--- src/rtl/beat_judge_pkg.sv ---
// Shared types for the beat judge: state codes, arrow codes and the
// arrow-to-direction-mask decode.
package beat_judge_pkg;

  typedef enum logic [1:0] {
    STATE_GAME  = 2'd0,
    STATE_PAUSE = 2'd1,
    STATE_RESET = 2'd2
  } state_e;

  // Direction mask bit order is {up, down, left, right}
  typedef logic [3:0] dir_mask_t;

  localparam logic [4:0] ARROW_UP         = 5'd10;
  localparam logic [4:0] ARROW_DOWN       = 5'd11;
  localparam logic [4:0] ARROW_LEFT       = 5'd12;
  localparam logic [4:0] ARROW_RIGHT      = 5'd13;
  localparam logic [4:0] ARROW_UP_DOWN    = 5'd14;
  localparam logic [4:0] ARROW_UP_LEFT    = 5'd15;
  localparam logic [4:0] ARROW_UP_RIGHT   = 5'd16;
  localparam logic [4:0] ARROW_DOWN_LEFT  = 5'd17;
  localparam logic [4:0] ARROW_DOWN_RIGHT = 5'd18;
  localparam logic [4:0] ARROW_LEFT_RIGHT = 5'd19;
  localparam logic [4:0] ARROW_NONE       = 5'd20;

  function automatic dir_mask_t decode_arrow(
    input logic [4:0] code
  );
    dir_mask_t m;
    case (code)
      ARROW_UP:         m = 4'b1000;
      ARROW_DOWN:       m = 4'b0100;
      ARROW_LEFT:       m = 4'b0010;
      ARROW_RIGHT:      m = 4'b0001;
      ARROW_UP_DOWN:    m = 4'b1100;
      ARROW_UP_LEFT:    m = 4'b1010;
      ARROW_UP_RIGHT:   m = 4'b1001;
      ARROW_DOWN_LEFT:  m = 4'b0110;
      ARROW_DOWN_RIGHT: m = 4'b0101;
      ARROW_LEFT_RIGHT: m = 4'b0011;
      default:          m = 4'b0000;
    endcase
    return m;
  endfunction

endpackage

--- src/rtl/beat_judge_bcd_sat_adder4.sv ---
// Four-digit BCD adder with a small increment, saturating at 9999.
// Purely combinational.
module bcd_sat_adder4 (
  input  logic [15:0] i_a,
  input  logic [1:0]  i_inc,
  output logic [15:0] o_sum
);

  logic [4:0]  w_t;
  logic [1:0]  w_c;
  logic [15:0] w_raw;

  always_comb begin
    w_c   = i_inc;
    w_t   = '0;
    w_raw = '0;
    for (int i = 0; i < 4; i++) begin
      w_t = {1'b0, i_a[4*i +: 4]} + {3'b000, w_c};
      if (w_t > 5'd9) begin
        w_t = w_t - 5'd10;
        w_c = 2'd1;
      end else begin
        w_c = 2'd0;
      end
      w_raw[4*i +: 4] = w_t[3:0];
    end
    // Carry out of the thousands digit means we passed 9999
    o_sum = (w_c != 2'd0) ? 16'h9999 : w_raw;
  end

endmodule

--- src/rtl/beat_judge.sv ---
// Beat scoring stage: captures presses per beat, judges on metronome tick.
// Optional BEAT_JUDGE_HIGH_SCORE_EN adds a high-score register and port.
module beat_judge
  import beat_judge_pkg::*;
#(
  parameter int COMBO_BONUS_AT  = 8,
  parameter int MAX_MISSES      = 10,
  parameter int STATE_BITS      = 1,
  parameter int NUM_ARROWS_BITS = 4
) (
  input  logic                   i_clk,
  input  logic                   i_rst,
  input  logic                   i_metronome_clk,
  input  logic [STATE_BITS:0]    i_state,
  input  logic [NUM_ARROWS_BITS:0] i_arrow_due,
  input  logic [3:0]             i_btn,
  output logic [15:0]            o_score_bcd,
  output logic [7:0]             o_combo,
  output logic [3:0]             o_miss_count,
  output logic                   o_hit_pulse,
  output logic                   o_miss_pulse,
  output logic                   o_game_over
`ifdef BEAT_JUDGE_HIGH_SCORE_EN
  ,
  output logic [15:0]            o_high_score_bcd
`endif
);

  localparam logic [3:0] LP_MAX   = 4'(MAX_MISSES);
  localparam logic [7:0] LP_BONUS = 8'(COMBO_BONUS_AT);

  logic [2:0]  r_sync;
  logic        r_tick;
  dir_mask_t   r_btn_prev;
  dir_mask_t   r_press;
  logic [15:0] r_score;
  logic [7:0]  r_combo;
  logic [3:0]  r_miss_cnt;
  logic        r_hit;
  logic        r_miss;
  logic        r_game_over;

  dir_mask_t   w_target;
  dir_mask_t   w_edge;
  logic        w_game;
  logic        w_reset;
  logic        w_hit;
  logic        w_miss;
  logic [1:0]  w_inc;
  logic [15:0] w_score_next;
  logic [3:0]  w_miss_next;

  assign w_game   = (i_state == STATE_GAME);
  assign w_reset  = (i_state == STATE_RESET);
  assign w_target = decode_arrow(5'(i_arrow_due));
  assign w_edge   = i_btn & ~r_btn_prev;

  assign w_hit  = r_tick && (w_target != '0)
                && (r_press == w_target);
  assign w_miss = r_tick && !w_hit
                && !((w_target == '0) && (r_press == '0));

  assign w_inc       = (r_combo >= LP_BONUS) ? 2'd2 : 2'd1;
  assign w_miss_next = r_miss_cnt + 4'd1;

  bcd_sat_adder4 u_add (
    .i_a   (r_score),
    .i_inc (w_inc),
    .o_sum (w_score_next)
  );

  always_ff @(posedge i_clk or posedge i_rst) begin
    if (i_rst) begin
      r_sync      <= '0;
      r_tick      <= 1'b0;
      r_btn_prev  <= '0;
      r_press     <= '0;
      r_score     <= '0;
      r_combo     <= '0;
      r_miss_cnt  <= '0;
      r_hit       <= 1'b0;
      r_miss      <= 1'b0;
      r_game_over <= 1'b0;
    end else if (w_reset) begin
      r_sync      <= '0;
      r_tick      <= 1'b0;
      r_btn_prev  <= '0;
      r_press     <= '0;
      r_score     <= '0;
      r_combo     <= '0;
      r_miss_cnt  <= '0;
      r_hit       <= 1'b0;
      r_miss      <= 1'b0;
      r_game_over <= 1'b0;
    end else begin
      // sync[2] is newest; rising edge is old-low, new-high
      r_sync     <= {i_metronome_clk, r_sync[2:1]};
      r_tick     <= ~r_sync[0] & r_sync[1];
      r_btn_prev <= i_btn;
      r_hit      <= 1'b0;
      r_miss     <= 1'b0;
      if (r_game_over) begin
        r_press <= '0;
      end else if (w_game) begin
        if (r_tick) begin
          r_press <= w_edge;
          if (w_hit) begin
            r_hit   <= 1'b1;
            r_score <= w_score_next;
            if (r_combo != 8'hFF)
              r_combo <= r_combo + 8'd1;
          end else if (w_miss) begin
            r_miss     <= 1'b1;
            r_combo    <= '0;
            r_miss_cnt <= w_miss_next;
            if (w_miss_next == LP_MAX)
              r_game_over <= 1'b1;
          end
        end else begin
          r_press <= r_press | w_edge;
        end
      end
    end
  end

`ifdef BEAT_JUDGE_HIGH_SCORE_EN
  logic [STATE_BITS:0] r_state_prev;
  logic [15:0]         r_high;

  // Packed BCD orders the same as unsigned binary, MSB digit first
  always_ff @(posedge i_clk or posedge i_rst) begin
    if (i_rst) begin
      r_state_prev <= '0;
      r_high       <= '0;
    end else begin
      r_state_prev <= i_state;
      if (w_reset && (r_state_prev != STATE_RESET)
          && (r_score > r_high))
        r_high <= r_score;
    end
  end

  assign o_high_score_bcd = r_high;
`endif

  assign o_score_bcd  = r_score;
  assign o_combo      = r_combo;
  assign o_miss_count = r_miss_cnt;
  assign o_hit_pulse  = r_hit;
  assign o_miss_pulse = r_miss;
  assign o_game_over  = r_game_over;

endmodule

--- config.mk ---
export PLATFORM = sky130hd
export DESIGN_NAME = beat_judge
export DESIGN_NICKNAME = d
export VERILOG_FILES = /design/src/rtl/beat_judge_pkg.sv /design/src/rtl/beat_judge_bcd_sat_adder4.sv /design/src/rtl/beat_judge.sv
export SDC_FILE = /design/constraint.sdc
export NUM_CORES = 1
export LEC_CHECK = 0
export ABC_AREA = 1
export BUFFER_PORTS_ARGS = -buffer_cell sky130_fd_sc_hd__buf_4
export CAP_MARGIN = 10
export CORE_MARGIN = 5
export CORE_UTILIZATION = 45
export CTS_CLUSTER_SIZE = 10
export DETAILED_ROUTE_END_ITERATION = 8
export MAX_ROUTING_LAYER = met4
export PLACE_DENSITY = 0.65
export SYNTH_ARGS = -nofsm -noshare
export SYNTH_HDL_FRONTEND = slang
export SYNTH_HIERARCHICAL = 1
export SYNTH_SLANG_ARGS = --single-unit
export TNS_END_PERCENT = 30
--- constraint.sdc ---
create_clock -name i_clk -period 6.6 [get_ports i_clk]
set_input_delay 1.32 -clock i_clk [delete_from_list [all_inputs] [get_ports i_clk]]
set_output_delay 1.32 -clock i_clk [all_outputs]
set_load 0.02 [all_outputs]
* Yosys cells after proc, flatten, opt, wreduce, memory -nomap -nowiden
Memories as Yosys holds them, arrays and structs flattened.
Cells that the tools add are included.
** Operators by class
- Mux-type cells :: 53
- $lt $le $gt $ge :: 5
- Eq/ne operators :: 7
- Bitwise gates (word level) :: 5
- Add/sub/neg operators :: 10
- Reduce and logical (&&, ||, !) cells :: 21
** Operators with widths (count)
- $mux W16 :: 6
- $mux W4 :: 15
- $mux W8 :: 7
- $mux W1 :: 23
- $gt A5 B4 Y1 const B :: 4
- $sub A4 B4 Y4 const B :: 4
- $add A4 B1 Y5 :: 3
- $reduce_and A5 Y1 :: 2
- $reduce_bool A2 Y1 :: 5
- $add A8 B1 Y8 const B :: 1
- $ge A8 B4 Y1 const B :: 1
- $logic_not A4 Y1 :: 2
- $ne A8 B8 Y1 const B :: 1
- $reduce_bool A3 Y1 :: 2
- $add A4 B2 Y5 :: 1
- $logic_and A1 B1 Y1 :: 5
- $add A4 B1 Y4 const B :: 1
- $and A4 B4 Y4 :: 1
- $eq A4 B4 Y1 :: 1
- $eq A4 B4 Y1 const B :: 1
- $not A4 Y4 :: 1
- $or A4 B4 Y4 :: 1
- $reduce_and A4 Y1 :: 1
- $reduce_bool A4 Y1 :: 1
- 10 further kinds :: 11
** Storage, ports and cells
- Bits of input ports :: 14
- Memories kept :: 1
- Register bits after elaboration :: 43
- ROM bits :: 128
- Output and inout port bits :: 31
- Logic and storage cells :: 112
** Memories
- (name not given) :: depth 32, width 4, rd ports 1, clocked after memory_dff 0, write ports 0, line beat_judge_pkg.sv:30 : case (code)

* Logic depth before layout (Yosys ltp)
Gate-level depths: netlist of the first run.
- Depth after elaboration :: 21
- Depth in mapped cells :: 34

* By module
Netlist of the first run, hierarchy kept.
** Modules (own cells, without submodules)
- beat_judge :: instances 1, area each 2311.0 µm², cells an instance 290
- bcd_sat_adder4 :: instances 1, area each 646.9 µm², cells an instance 109

* Least setup slack after synthesis of the first run
OpenSTA, ideal clock, no wires.
- Path type :: reg-to-reg
- Start :: register r_combo[3] (netlist: o_combo[3])
- End :: register r_score[6] (netlist: o_score_bcd[6])
- Arrival :: 4.787 ns
- Stages on the path, launching flop included :: 33
- Path buffers :: 1
- Setup slack :: 1.730 ns
- Library setup time :: 0.083 ns
- Clock period less this slack :: 4.870 ns
- Path through :: dfrtp_1 > inv_1 > nand4_1 > inv_1 > ha_1 > inv_1 > fa_1 > nand3_1 > nand3_1 > nand2_1 > ha_1 > ha_1 > xnor2_2 > nand2_1 > nand2_1 > nand2_1 > ha_1 > ha_1 > xnor2_2 > nand2_1 > nand2_2 > nand2_1 > ha_1 > ha_1 > xor2_1 > nor2_1 > nand2_1 > nand2_4 > buf_8 > nand2_1 > nor2_1 > nand2_1 > o21ai_0
** Between the ends
- Longest elaborated chain between the ends :: 21
** RTL lines
- start: declaration :: line beat_judge.sv:37 : logic [7:0] r_combo;
- start signal: assignment :: line beat_judge.sv:111 : r_combo <= r_combo + 8'd1;
- $ge A8 B4 Y1 * :: line beat_judge.sv:63 : assign w_inc = (r_combo >= LP_BONUS) ? 2'd2 : 2'd1;
- $mux W2 * :: line beat_judge.sv:63
- named net w_inc[1] :: line beat_judge.sv:49 : logic [1:0] w_inc;
- $add A4 B2 Y5 * :: line beat_judge_bcd_sat_adder4.sv:18 : w_t = {1'b0, i_a[4*i +: 4]} + {3'b000, w_c};
- $gt A5 B4 Y1 * :: line beat_judge_bcd_sat_adder4.sv:19 : if (w_t > 5'd9) begin
- $mux W1 * :: line beat_judge_bcd_sat_adder4.sv:19
- $add A4 B1 Y5 * :: line beat_judge_bcd_sat_adder4.sv:18
- $gt A5 B4 Y1 :: line beat_judge_bcd_sat_adder4.sv:19
- [... 7 more ...]
- $reduce_bool A2 Y1 :: line beat_judge_bcd_sat_adder4.sv:28 : o_sum = (w_c != 2'd0) ? 16'h9999 : w_raw;
- $mux W16 * :: line beat_judge_bcd_sat_adder4.sv:28
- named net w_score_next[6] :: line beat_judge.sv:50 : logic [15:0] w_score_next;
- $mux W16 * :: line beat_judge.sv:107 : if (w_hit) begin
- $mux W16 * :: line beat_judge.sv:105 : if (r_tick) begin
- $mux W16 * :: line beat_judge.sv:104 : end else if (w_game) begin
- $mux W16 * :: line beat_judge.sv:102 : if (r_game_over) begin
- $mux W16 * :: line beat_judge.sv:84 : end else if (w_reset) begin
- end signal: assignment :: line beat_judge.sv:109 : r_score <= w_score_next;
- end: declaration :: line beat_judge.sv:36 : logic [15:0] r_score;
Mark *: on every way through the listed nets, which the timed path passes. The rest lies on a longest branch. The select of a mux whose other input is x is not followed.
A chain may end at the register's enable or synchronous reset.

* Worst setup path after layout of the first run
- Start :: register r_combo[3] (netlist: o_combo[3])
- End :: register r_score[5] (netlist: o_score_bcd[5])
Same word-level chain as after synthesis.

==> run metrics, run 1 <==
status finished, final reports clean; Clock transition at path regs 0.09 ns; Synth area leaders dfrtp_1 (36%), nand2_1 (15%), ha_1 (8.5%); CTS-repair resized insts 0; Synth Flop Type dfrtp_1; Pre-Repair DR Iteration Count 4; most frequent cell after synthesis nand2_1; worst-path cell with the longest stage delay fa_1; final wirelength 6400 µm; Synth Warn # 6; # IOs 45; largest net degree at the start of global routing 38; CP Class flip-flop to flip-flop; Worst Skew 0.00726 ns; Final Hold Vio Count 0; Startpoint Class flip-flop; max_slew headroom 45.0%; mapped cell area 0.00296 mm²; # diodes 0; fmax 187 MHz; vias 2610; Hold Path Class flip-flop to flip-flop; area of the multi-input gates 0.00164 mm²; TNS Setup 0 ns; Die Area 0.00829 mm²; Crit. End Element flip-flop; Peak VDD IR 0.000131 V; final-layout fill cell count 623; Tcrit/Tclk final 81.2%; CP top delay family adder cells; fin cells 524; post-synthesis sequential area ratio 36.4%; later-pin clock latency in the skew report 0.29 ns; Distinct cells, synth 35; DR DRC count 0; #FFs+latches synth 43; RSZ-0062 raised after global routing false; layout cells sized above 1 18.3%; worst-case clock buffer depth 2; DP Wirelength 4860 µm; post-layout util 53.9%; post-synth net total 434; Max Cap Viol 0; Final nets 481; grt ovf 0; top-area cell type share of the netlist area 36.4%; starting density of the core 46.3%; FF/Latch Area 0.00108 mm²; port bufs 44; CP Data Arrival Time 5.57 ns; CTS tree yes; gate count of the mapped netlist 399; antenna violations before repair 0; RD Place Congestion 0.872; vias in the first global route 2546; die width 91.1 µm; Worst Max-Slew Pin Slew 0.822 ns; DP Cell Count 516; CTS buffer count 5; Slew Viols, Final 0; setup violators final 0; cts-stage hold buffer count 0; Iter 0 DRT Violations 73; Num Clock Sinks 43; total track usage 16.5%; H-tree levels 2; Synth top cells by count nand2_1 (116), inv_1 (52), nand3_1 (47); EDFF count, synth 0; per-cell routed wire length 12.2 µm; worst path required time 6.81 ns; Core Box Area 0.00639 mm²; crit path time final 5.36 ns; Mean Syn Cell Area 7.41 µm²; vias per cell 4.98; setup bufs post-CTS 0; Area Overhead vs Synth 16.5%; row cnt 29; height of the die 91.1 µm; max incr delay on CP 0.58 ns; CP dominant cell by count nand2_1; first-pass GRT wire length 11200 µm; Async SR Flop Fraction 100%; leakage 1.92 nW; maximum net fanout on the critical path 13; pwr dens 197 mW/mm²; Yosys top cell by area dfrtp_1; CTS root buf clkbuf_8; buffer and inverter count on the worst path 3; DRT antenna net count 0
## kinds of logic after synthesis
| kind of cell | synth area share (%) |
|---|---|
| flip-flops | 36.4 |
| adder cells (fa/ha/maj) | 9.14 |
| AND/OR/NAND/NOR | 36.5 |
| AO/OA/AOI/OAI | 5.88 |
| buffers and inverters | 8.12 |
| XOR/XNOR | 4.02 |
## flip-flops by register name, indices dropped and copies added (netlist names)
name and flops:
o_combo 8, o_game_over 1, o_hit_pulse 1, o_miss_count 4, o_miss_pulse 1, o_score_bcd 16, r_btn_prev 4, r_press 4
r_sync 3, r_tick 1
## where the power goes
group	internal, mW	total (mW)	switching (mW)
Sequential	0.284	0.311	0.0264
Clock	0.0741	0.166	0.0919
Combinational	0.0790	0.201	0.122
Total	0.437	0.677	0.240
## worst paths after layout
check	start	cells after the start	slack, ns	endpoint
worst min register to register	r_sync[0]$_DFF_PP0_	1	0.40	r_tick$_DFF_PP0_
max in group asynchronous	i_rst	3	4.88	r_press[0]$_DFFE_PP0P_
worst max-delay path	o_combo[3]$_DFFE_PP0P_	31	1.24	o_score_bcd[5]$_DFFE_PP0P_
worst min-delay path	r_sync[0]$_DFF_PP0_	1	0.40	r_tick$_DFF_PP0_
min in group asynchronous	i_rst	2	0.95	o_score_bcd[3]$_DFFE_PP0P_
worst max register to register	o_combo[3]$_DFFE_PP0P_	31	1.24	o_score_bcd[5]$_DFFE_PP0P_
## per-stage QoR
step	worst slack [ns]	instance area, µm²	hold slack, ns	power, mW
after floorplan	1.73	2960	0.384	0.452
after global placement	1.56	3360	0.389	0.514
after detailed placement	1.28	3360	0.392	0.517
after CTS	1.21	3440	0.403	0.688
after global routing	0.665	3440	0.428	0.733
final	1.24	3440	0.397	0.677
## layout make-up
class	instances	share of cell area, %
Clock buffer	6	2.11
Inverter	54	6.03
Tap cell	77	2.80
Timing Repair Buffer	45	9.81
Sequential cell	43	31.2
Multi-Input combinational cell	297	47.7
Clock inverter	2	0.363
## cell usage in the layout (no fill, tap or decap), types with 2 or more instances in the layout
cell type / netlist / layout
nand3_1: 47 / 47
xor2_1: 6 / 6
a21boi_0: 4 / 4
nor3_1: 2 / 2
nor2_1: 38 / 38
ha_1: 20 / 20
o21ai_0: 13 / 13
inv_1: 52 / 52
nand4_1: 7 / 7
clkbuf_8: 0 / 5
xnor2_1: 2 / 2
o32ai_1: 4 / 4
nand2_4: 3 / 3
nand3_2: 3 / 3
a21oi_1: 6 / 6
xnor2_2: 2 / 2
buf_4: 0 / 45
nor2_2: 6 / 6
nand2_1: 116 / 116
nand2_2: 8 / 8
dfrtp_1: 43 / 43
## layer usage
layer	vias up	track usage (%)	wire length (µm)
met4	0	5.26	64
li1	1366	-	-
met5	-	-	0
met2	43	26.8	3190
met3	4	3.06	248
met1	1197	20.9	2900
(Power assumes the default switching activity.)
==> run 2: changes to the inputs <==
- ABC_AREA: 1 -> 0
- PLACE_DENSITY: 0.65 -> 0.67
- clock period: 6.6 -> 4.6 ns (I/O delays scaled with it)
==> run metrics, run 2 <==
status complete, but fails checks; violated checks setup timing; Iter 0 DRT Violations 130; r2r setup slk -0.24 ns; cells on worst reg2reg path 26; maximum net fanout on the critical path 7; largest net degree at the start of global routing 44; Worst Max-Slew Pin Slew 0.704 ns; CTS root buf clkbuf_8; commonest non-fill, non-tap cells in the layout buf_4 (78), dfrtp_1 (41), nor2_1 (27), nand2_1 (22), inv_1 (22); Startpoint Class flip-flop; hold slack 0.401 ns; post-synthesis sequential area ratio 33.7%; Distinct cells, synth 75; vias 2796; EDFF count, synth 0; leakage 1.82 nW; Max Cap Viol 0; Synth top cells by count dfrtp_1 (43), nor2_1 (28), inv_1 (25); post-synth net total 373; top-area cell type share of the netlist area 33.7%; Synth Flop Type dfrtp_1; Synth area leaders dfrtp_1 (34%), ha_1 (7.8%), mux2i_1 (5.6%); setup violators final 14; Die Area 0.00887 mm²; CTS buffer count 5; Final nets 444; Hold Path Class flip-flop to flip-flop; # IOs 45; Slew Viols, Final 0; setup ws final -0.235 ns; first-pass GRT wire length 12600 µm; vias in the first global route 2730; mapped cell area 0.00319 mm²; worst path required time 4.78 ns; crit path time final 4.84 ns; Worst Skew 0.0121 ns; most frequent cell after synthesis dfrtp_1; Core Box Area 0.00683 mm²; vias per cell 5.53; max_slew headroom 52.7%; Mean Syn Cell Area 9.44 µm²; RD Place Congestion 0.846; row cnt 30; worst-case clock buffer depth 2; Synth Warn # 6; hold_sp r_sync[0]$_DFF_PP0_; Peak VDD IR 0.000157 V; per-cell routed wire length 14.5 µm; Yosys top cell by area dfrtp_1; gate count of the mapped netlist 338; hold depth 1; height of the die 94.2 µm; Num Clock Sinks 43; #FFs+latches synth 43; TNS Setup -2.29 ns; Pre-Repair DR Iteration Count 4; fmax 207 MHz; RR Endpoint o_score_bcd[12]$_DFFE_PP0P_; max reg flops 16; Clock transition at path regs 0.09 ns; Crit. End Element flip-flop; final-layout fill cell count 605; pwr dens 199 mW/mm²; die width 94.2 µm; later-pin clock latency in the skew report 0.30 ns; RSZ-0062 raised after global routing true; Hold Path End r_tick$_DFF_PP0_; final wirelength 7360 µm; cts-stage hold buffer count 0; port bufs 44; Final Hold Vio Count 0; antenna violations before repair 0; starting density of the core 46.7%; CTS tree yes; Async SR Flop Fraction 100%; Area Overhead vs Synth 28.1%; total track usage 17.7%; layout cells sized above 1 32.4%; grt ovf 0; RR Startpoint o_combo[3]$_DFFE_PP0P_; CP Data Arrival Time 5.02 ns; DRT antenna net count 0; Tcrit/Tclk final 105%; H-tree levels 2; DP Wirelength 5190 µm; CP Class flip-flop to flip-flop; # diodes 0; most common cell after layout, fill and taps aside buf_4; DR DRC count 0
-- run 2: cell types whose count changed after synthesis, sizes merged, moves of 9 or more --
cell	before	now
nand2	127	24
nand3	50	11
inv	53	26
mux2i	0	18
nor2	45	29
nor2b	0	14
nor3	2	14
o21ai	14	4
a31oi	0	9
-- run 2: critical path, cell delays in order, from the launching register on --
cell and delay (ns):
dfrtp_2 0.42, nor3_2 0.16, nand2_1 0.09, inv_2 0.07, ha_4 0.13, inv_2 0.03, fa_2 0.36, o211a_1 0.24
a211oi_2 0.17, ha_2 0.25, ha_4 0.19, nand2b_4 0.14, mux2i_4 0.07, nor2_1 0.13, ha_2 0.23, ha_4 0.23
o21a_1 0.18, o22ai_1 0.15, nor2b_1 0.07, ha_2 0.19, ha_4 0.22, o22a_1 0.23, a2bb2oi_4 0.21, buf_6 0.15
or2_1 0.21, mux2i_1 0.13, nor2_1 0.06
-- run 2: where the power goes --
group / leakage (nW) / internal (mW) / total, mW / switching (mW)
logic: 1.19 / 0.0451 / 0.107 / 0.0624
clock network: 0.0548 / 0.164 / 0.308 / 0.144
registers: 0.582 / 0.389 / 0.400 / 0.0107
-- run 2: per-layer routing --
metal  vias to the layer above  global-route usage [%]  part of all wire [%]
met3                         4                    2.32                   3.6
li1                       1368                       -                     -
met4                         0                    4.57                  0.73
met2                        63                    29.6                    50
met5                         -                       -                     0
met1                      1361                    22.7                    46
-- run 2: cells by family (layout without fill, tap and decap cells) --
logic type               count (synthesis)  in the layout  synth area share (%)
AND/OR/NAND/NOR                        134            134                  23.3
AO/OA/AOI/OAI                           67             67                  19.0
flip-flops                              43             43                  33.7
buffers and inverters                   41            113                  5.57
multiplexers                            23             23                  7.53
adder cells (fa/ha/maj)                 21             21                  8.47
XOR/XNOR                                 9              9                  2.47
-- run 2: metrics by stage --
stage          instance area [µm²]  util, %  setup WS (ns)  power [mW]  instances
2_1_floorplan                 3300        -         -0.307       0.480        338
3_3_place_gp                  3870     56.6         -0.242       0.512        491
3_5_place_dp                  3870     56.6         -0.380       0.516        491
4_1_cts                       4050     59.3         -0.233       0.825        504
5_1_grt                       4090     59.8         -0.506       0.850        506
6_report                      4090     59.8         -0.235       0.815        506
-- run 2: cell type report --
cell class	count	area, µm²	area share (%)
repair buffers	79	597	14.6
flip-flops and latches	43	1080	26.4
clock inverters	3	46.3	1.13
multi-input cells	254	2080	50.9
clock buffers	5	68.8	1.68
inverters	26	97.6	2.39
well taps	96	120	2.94
-- run 2: timing repair --
action / in CTS / in global routing
endpoints found under the hold margin: 0 / 0
endpoints found under the setup margin: 15 / 16
setup buffers: 5 / 2
pin swaps: 11 / 3
gates resized for setup: 7 / 3
-- run 2: worst max-delay path by stage --
stage | startpoint | endpoint | slack [ns] | cells past startpoint
2_1_floorplan | o_combo[5]$_DFFE_PP0P_ | o_score_bcd[0]$_DFFE_PP0P_ | -0.31 | 26
3_3_place_gp | o_combo[5]$_DFFE_PP0P_ | o_score_bcd[5]$_DFFE_PP0P_ | -0.24 | 26
3_5_place_dp | o_combo[5]$_DFFE_PP0P_ | o_score_bcd[7]$_DFFE_PP0P_ | -0.38 | 26
4_1_cts | o_combo[3]$_DFFE_PP0P_ | o_score_bcd[0]$_DFFE_PP0P_ | -0.23 | 26
5_1_grt | o_combo[3]$_DFFE_PP0P_ | o_score_bcd[0]$_DFFE_PP0P_ | -0.51 | 26
6_report | o_combo[3]$_DFFE_PP0P_ | o_score_bcd[12]$_DFFE_PP0P_ | -0.24 | 26
